### src/rtl/srt_div_ctrl.sv
// srt_div_ctrl: sequencing controller for a radix-2 SRT divider datapath.
// Loads operands, steps WIDTH recurrence iterations while converting the
// signed digit stream to binary on the fly (Q / QM pair), applies the final
// negative-remainder correction and pulses done with the quotient.
// Optional build macro: SRT_DIV_CTRL_ERR_EN enables the sticky invalid-digit
// flag on err; without it err is tied low.
module srt_div_ctrl #(
  parameter int unsigned WIDTH = 16
) (
  input  logic             clk,
  input  logic             rst_n,
  input  logic             start,
  input  logic             hold,
  input  logic [1:0]       est_q,
  input  logic             rem_neg,
  output logic             load,
  output logic             shift_en,
  output logic             fixing,
  output logic [1:0]       pre_p_value,
  output logic             busy,
  output logic             done,
  output logic [WIDTH-1:0] q_out,
  output logic             err
);

  localparam int unsigned CW = $clog2(WIDTH) + 1;

  typedef enum logic [2:0] {
    S_IDLE,
    S_LOAD,
    S_ITER,
    S_CORRECT,
    S_DONE
  } state_t;

  state_t           state;
  logic [WIDTH-1:0] q_r;
  logic [WIDTH-1:0] qm_r;
  logic [CW-1:0]    cnt;
  logic [1:0]       dig_r;
  logic             accept;

  // A digit is consumed on every non-stalled ITER cycle.
  assign accept = (state == S_ITER) && !hold;

  // Sequencer plus on-the-fly conversion registers and final quotient.
  always_ff @(posedge clk or negedge rst_n) begin
    if (!rst_n) begin
      state <= S_IDLE;
      q_r   <= '0;
      qm_r  <= '0;
      cnt   <= '0;
      dig_r <= '0;
      q_out <= '0;
    end else begin
      case (state)
        S_IDLE: begin
          if (start) state <= S_LOAD;
        end
        S_LOAD: begin
          q_r   <= '0;
          qm_r  <= '0;
          cnt   <= '0;
          dig_r <= '0;
          state <= S_ITER;
        end
        S_ITER: begin
          if (!hold) begin
            dig_r <= est_q;
            case (est_q)
              2'b10: begin
                q_r  <= {q_r[WIDTH-2:0], 1'b1};
                qm_r <= {q_r[WIDTH-2:0], 1'b0};
              end
              2'b01: begin
                q_r  <= {qm_r[WIDTH-2:0], 1'b1};
                qm_r <= {qm_r[WIDTH-2:0], 1'b0};
              end
              default: begin
                // zero digit; the invalid code 2'b11 is folded in here
                q_r  <= {q_r[WIDTH-2:0], 1'b0};
                qm_r <= {qm_r[WIDTH-2:0], 1'b1};
              end
            endcase
            cnt <= cnt + CW'(1);
            if (cnt == CW'(WIDTH - 1)) state <= S_CORRECT;
          end
        end
        S_CORRECT: begin
          q_out <= rem_neg ? qm_r : q_r;
          state <= S_DONE;
        end
        S_DONE: begin
          state <= S_IDLE;
        end
        default: state <= S_IDLE;
      endcase
    end
  end

  // Phase outputs decoded straight from the state register.
  always_comb begin
    load = (state == S_LOAD);
    busy = (state == S_LOAD) || (state == S_ITER) || (state == S_CORRECT);
    done = (state == S_DONE);
  end

  // Selection-block override: released only while a digit is being accepted;
  // during a stall it replays the last captured digit, otherwise forces zero.
  always_comb begin
    shift_en    = accept;
    fixing      = !accept;
    pre_p_value = 2'b00;
    if ((state == S_ITER) && hold) pre_p_value = dig_r;
  end

`ifdef SRT_DIV_CTRL_ERR_EN
  logic err_r;

  // Sticky invalid-digit flag, cleared when a new division loads.
  always_ff @(posedge clk or negedge rst_n) begin
    if (!rst_n) begin
      err_r <= 1'b0;
    end else if (state == S_LOAD) begin
      err_r <= 1'b0;
    end else if (accept && (est_q == 2'b11)) begin
      err_r <= 1'b1;
    end
  end

  assign err = err_r;
`else
  assign err = 1'b0;
`endif

endmodule

### config.mk
export PLATFORM = sky130hd
export DESIGN_NAME = srt_div_ctrl
export DESIGN_NICKNAME = d
export VERILOG_FILES = /design/src/rtl/srt_div_ctrl.sv
export SDC_FILE = /design/constraint.sdc
export NUM_CORES = 1
export LEC_CHECK = 0
export CAP_MARGIN = 10
export CORE_MARGIN = 5
export CORE_UTILIZATION = 40
export DETAILED_ROUTE_END_ITERATION = 8
export PLACE_DENSITY_LB_ADDON = 0.25
export SLEW_MARGIN = 20
export SYNTH_ARGS = -nofsm -noshare
export SYNTH_HDL_FRONTEND = slang
export SYNTH_SLANG_ARGS = --single-unit
### constraint.sdc
create_clock -name clk -period 1.35 [get_ports clk]
set_clock_uncertainty 0.1 [all_clocks]
set_input_delay 0.27 -clock clk [delete_from_list [all_inputs] [get_ports clk]]
set_output_delay 0.27 -clock clk [all_outputs]
set_load 0.005 [all_outputs]
==> metrics.txt <==
# TYPE chip_impl_metric gauge
chip_impl_metric{name="cts.htree.levels",unit=""} 3
chip_impl_metric{name="grt_start_max_net_pins",unit=""} 59
chip_impl_metric{name="drt_iter0_drc",unit=""} 185
chip_impl_info{name="cts.root.buffer_cell",value="sky130_fd_sc_hd__clkbuf_8"} 1
chip_impl_metric{name="hold_viol_final",unit=""} 0
chip_impl_metric{name="number_of_setup_violations_in_the_final_report",unit=""} 63
chip_impl_metric{name="max-vdd-ir-drop",unit="mV"} 0.6188
chip_impl_metric{name="clock_sink_count",unit=""} 58
chip_impl_metric{name="cellInternalPower",unit="mW"} 5.462
chip_impl_info{name="netlist_top_cells_area",value="sky130_fd_sc_hd__dfrtp_1 (50%), sky130_fd_sc_hd__a32o_1 (11%), sky130_fd_sc_hd__nand2b_1 (6.7%)"} 1
chip_impl_metric{name="routed-wl-met3",unit="um"} 330
chip_impl_metric{name="p_total",unit="mW"} 8.361
chip_impl_metric{name="net_count_of_the_finished_layout",unit=""} 321
chip_impl_metric{name="wl_met2",unit="um"} 3195
chip_impl_metric{name="drtPass1Iterations",unit=""} 4
chip_impl_metric{name="cp_data_arrival_time",unit="ns"} 1.39
chip_impl_metric{name="final_critical_path_setup_slack",unit="ns"} -0.4064
chip_impl_metric{name="drc_violation_count_after_routing",unit=""} 0
chip_impl_metric{name="final_min_period_over_clock_period",unit="%"} 130.1
chip_impl_metric{name="layout-area-overhead-vs-synth",unit="%"} 35.20
chip_impl_metric{name="total_nets_after_synthesis",unit=""} 258
chip_impl_metric{name="vias",unit=""} 2255
chip_impl_metric{name="grt_overflow_total",unit=""} 0
chip_impl_metric{name="ioPinCount",unit=""} 31
chip_impl_metric{name="global_route_wire_length_before_repair",unit="um"} 11210
chip_impl_metric{name="per_instance_average_area_after_synthesis",unit="sq um"} 11.64
chip_impl_metric{name="detail_route.vias_per_cell",unit=""} 5.447
chip_impl_info{name="rsz0062_at_grt",value="true"} 1
chip_impl_info{name="critical_path.endpoint_type",value="primary output"} 1
chip_impl_metric{name="io_buffer_count",unit=""} 29
chip_impl_metric{name="wl_final",unit="um"} 6914
chip_impl_metric{name="detailedPlacementHpwl",unit="um"} 4103
chip_impl_metric{name="dp_worst_setup_slack",unit="ns"} -0.7161
chip_impl_metric{name="net-switching-power",unit="mW"} 2.899
chip_impl_metric{name="die_x_extent",unit="um"} 94.78
chip_impl_info{name="criticalPathCategory",value="reg2out"} 1
chip_impl_metric{name="routabilityCongestion",unit=""} 0.7544
chip_impl_metric{name="wire_per_inst",unit="um"} 16.70
chip_impl_info{name="worstPathCellList",value="buf_4, buf_6, nor2_1, clkdlybuf4s15_1"} 1
chip_impl_info{name="routed.top_layer",value="met4"} 1
chip_impl_info{name="failed_checks",value="setup timing"} 1
chip_impl_metric{name="layout_min_cycle_time",unit="ns"} 1.756
chip_impl_metric{name="clock_power_share",unit="%"} 17.7
chip_impl_metric{name="share_of_the_yosys_chip_area_belonging_to_registers",unit="%"} 50.48
chip_impl_info{name="cts_tree",value="yes"} 1
chip_impl_metric{name="final-max-slew-violation-count",unit=""} 0
chip_impl_metric{name="drive_above_1_share",unit="%"} 27.62
chip_impl_metric{name="fp-row-count",unit=""} 31
chip_impl_info{name="critical_path.slowest_cell",value="sky130_fd_sc_hd__dfrtp_1"} 1
chip_impl_metric{name="clock_buffer_depth",unit=""} 2
chip_impl_metric{name="fp.dieArea",unit="sq um"} 8983
chip_impl_metric{name="num_antenna_cells",unit=""} 0
chip_impl_metric{name="core_area",unit="sq um"} 7137
chip_impl_metric{name="timing.critical_path.required",unit="ns"} 0.98
chip_impl_info{name="status",value="complete, but fails checks"} 1
chip_impl_metric{name="power.static_leakage",unit="nW"} 1.798
chip_impl_metric{name="clkSlewWorstSetupHoldPaths",unit="ns"} 0.07
chip_impl_metric{name="power_density",unit="nW/um^2"} 2151
chip_impl_info{name="critPathLaunchType",value="flop"} 1
chip_impl_metric{name="p_seq_share",unit="%"} 38.7
chip_impl_metric{name="clock_insertion_delay_worst_skew",unit="ns"} 0.33
chip_impl_info{name="worst_path_dominant_cell_family",value="buffers and inverters"} 1
chip_impl_metric{name="first_global_vias",unit=""} 2172
chip_impl_metric{name="achievable-frequency",unit="GHz"} 0.5693
chip_impl_metric{name="power.switching_fraction",unit="%"} 34.67
chip_impl_metric{name="drv_cap",unit=""} 0
chip_impl_metric{name="antenna_found_initial",unit=""} 0
chip_impl_metric{name="syn-cell-area",unit="sq um"} 2875
chip_impl_metric{name="drtAntennaViolNets",unit=""} 0
chip_impl_metric{name="drt-met1-wl",unit="um"} 3314
chip_impl_metric{name="critical-path-max-stage-delay",unit="ns"} 0.43
chip_impl_metric{name="cts_inserted_buffers",unit=""} 9
chip_impl_metric{name="critPathMaxFanout",unit=""} 6
chip_impl_info{name="worst_hold_path_type",value="in2reg"} 1
chip_impl_metric{name="post_synth_num_cell_types",unit=""} 37
chip_impl_metric{name="pwr-share-comb",unit="%"} 43.5
chip_impl_metric{name="synth_top_cell_area_share",unit="%"} 50.48
chip_impl_metric{name="crit_buf_inv",unit=""} 3
chip_impl_metric{name="synth_seq_cells",unit=""} 58
chip_impl_info{name="synth_top_area_cell",value="sky130_fd_sc_hd__dfrtp_1"} 1
chip_impl_metric{name="start_util",unit="%"} 40.29
chip_impl_metric{name="synthesis.instances",unit=""} 247
chip_impl_metric{name="gr-usage-all-layers",unit="%"} 16.27
chip_impl_metric{name="yosys_warnings",unit=""} 0
chip_impl_metric{name="die_h",unit="um"} 94.78
flip-flops by register name, indices dropped and copies added (netlist names):
register	flops
q_out	16
dig_r	2
q_r	16
state	3
cnt	5
qm_r	16
through the flow:
stage	TNS [ns]	utilization (%)	instances	area, sq um	hold WS, ns
final	-15.42	54.47	414	3887	0.3250
after global routing	-18.96	54.47	414	3887	0.3658
after CTS	-13.70	53.51	411	3819	0.3201
after detailed placement	-31.34	48.54	382	3465	0.1967
after global placement	-30.36	48.54	382	3465	0.1962
after floorplan	-4.704	-	247	2960	-0.1256
metal layers:
metal / up-vias / GRT usage [%]
li1: 1070 / -
met1: 1123 / 24.06
met2: 55 / 23.61
met3: 7 / 2.390
met4: 0 / 6.851
met5: - / 0
cell type report:
| type | instances | area, sq um |
|---|---|---|
| well taps | 99 | 123.9 |
| clock inverters | 2 | 10.01 |
| repair buffers | 74 | 750.7 |
| flip-flops and latches | 58 | 1453 |
| inverters | 6 | 32.53 |
| fillers | 654 | 3249 |
| multi-input cells | 161 | 1345 |
| clock buffers | 14 | 172.7 |
final timing paths:
| path | from | endpoint | slack [ns] | cells past startpoint |
|---|---|---|---|---|
| worst max-delay path | state[2] | busy | -0.41 | 4 |
| worst min-delay path | est_q[1] | dig_r[1] | 0.33 | 3 |
| worst max register to register | state[2] | q_r[13] | -0.34 | 8 |
| worst min register to register | q_out[10] | q_out[10] | 0.38 | 2 |
| max in group asynchronous | rst_n | state[1] | 0.50 | 3 |
| min in group asynchronous | rst_n | q_out[15] | 0.38 | 3 |
cells in the mapped netlist, drive strengths merged:
cell type / instances
o21ai: 16
nand3b: 2
clkbuf: 9
nand2: 16
nand4b: 1
buf: 13
dfrtp: 58
nor2: 5
inv: 6
and3b: 1
and2: 1
nand3: 1
ha: 4
nand2b: 31
a21oi: 1
mux2: 1
and3: 1
conb: 1
or4: 1
o2bb2ai: 2
nor3: 1
mux2i: 16
o211ai: 1
xnor2: 1
a221o: 15
or4b: 1
o311ai: 1
nor3b: 2
a32o: 31
a22o: 5
and4: 2
cell families after synthesis:
| kind of cell | share of synthesized area [%] |
|---|---|
| xor gates and xnor gates | 0.3047 |
| other | 0.1304 |
| muxes | 5.962 |
| adders and majority gates | 1.741 |
| buffers and inverters | 5.439 |
| AOI/OAI and AO/OA | 21.67 |
| and+or+nand+nor | 14.27 |
| DFF | 50.48 |
power groups by stage:
stage / Combinational, mW / Sequential (mW) / Clock, mW
finish: 3.64 / 3.24 / 1.48
CTS: 3.48 / 3.22 / 1.50
floorplan: 2.05 / 3.08 / 0
detailed placement: 3.30 / 3.24 / 0
global placement: 3.24 / 3.22 / 0
global route: 3.98 / 3.36 / 1.59
worst reg2reg max path: cells and delay by family, from the launching register on:
| family | cells | cell delay, ns |
|---|---|---|
| AO/OA/AOI/OAI | 1 | 0.23 |
| buffers and inverters | 4 | 0.44 |
| AND/OR/NAND/NOR | 3 | 0.39 |
| flip-flops | 1 | 0.43 |
layout by cell type (no fill, tap or decap), types with 3 or more instances in the layout:
cell,count
sky130_fd_sc_hd__buf_6,15
sky130_fd_sc_hd__nand2b_1,31
sky130_fd_sc_hd__o21ai_1,5
sky130_fd_sc_hd__dlygate4sd2_1,3
sky130_fd_sc_hd__dfrtp_1,57
sky130_fd_sc_hd__buf_2,4
sky130_fd_sc_hd__nand2_1,16
sky130_fd_sc_hd__clkbuf_8,12
sky130_fd_sc_hd__a221o_1,15
sky130_fd_sc_hd__buf_4,25
sky130_fd_sc_hd__inv_1,3
sky130_fd_sc_hd__buf_12,5
sky130_fd_sc_hd__nor2_4,3
sky130_fd_sc_hd__a22o_1,5
sky130_fd_sc_hd__a32o_1,29
sky130_fd_sc_hd__clkdlybuf4s15_1,17
sky130_fd_sc_hd__o21ai_0,11
sky130_fd_sc_hd__mux2i_1,16
timing repair:
item                       CTS  global route
pin swaps                    7            16
setup endpoints to repair   68            75
buffers inserted            10             3
gates cloned                 2             0
hold buffers                 1             0
hold endpoints to repair    58             0
gates resized for setup     69            29
Note: power is estimated with default switching activity, not from simulation.
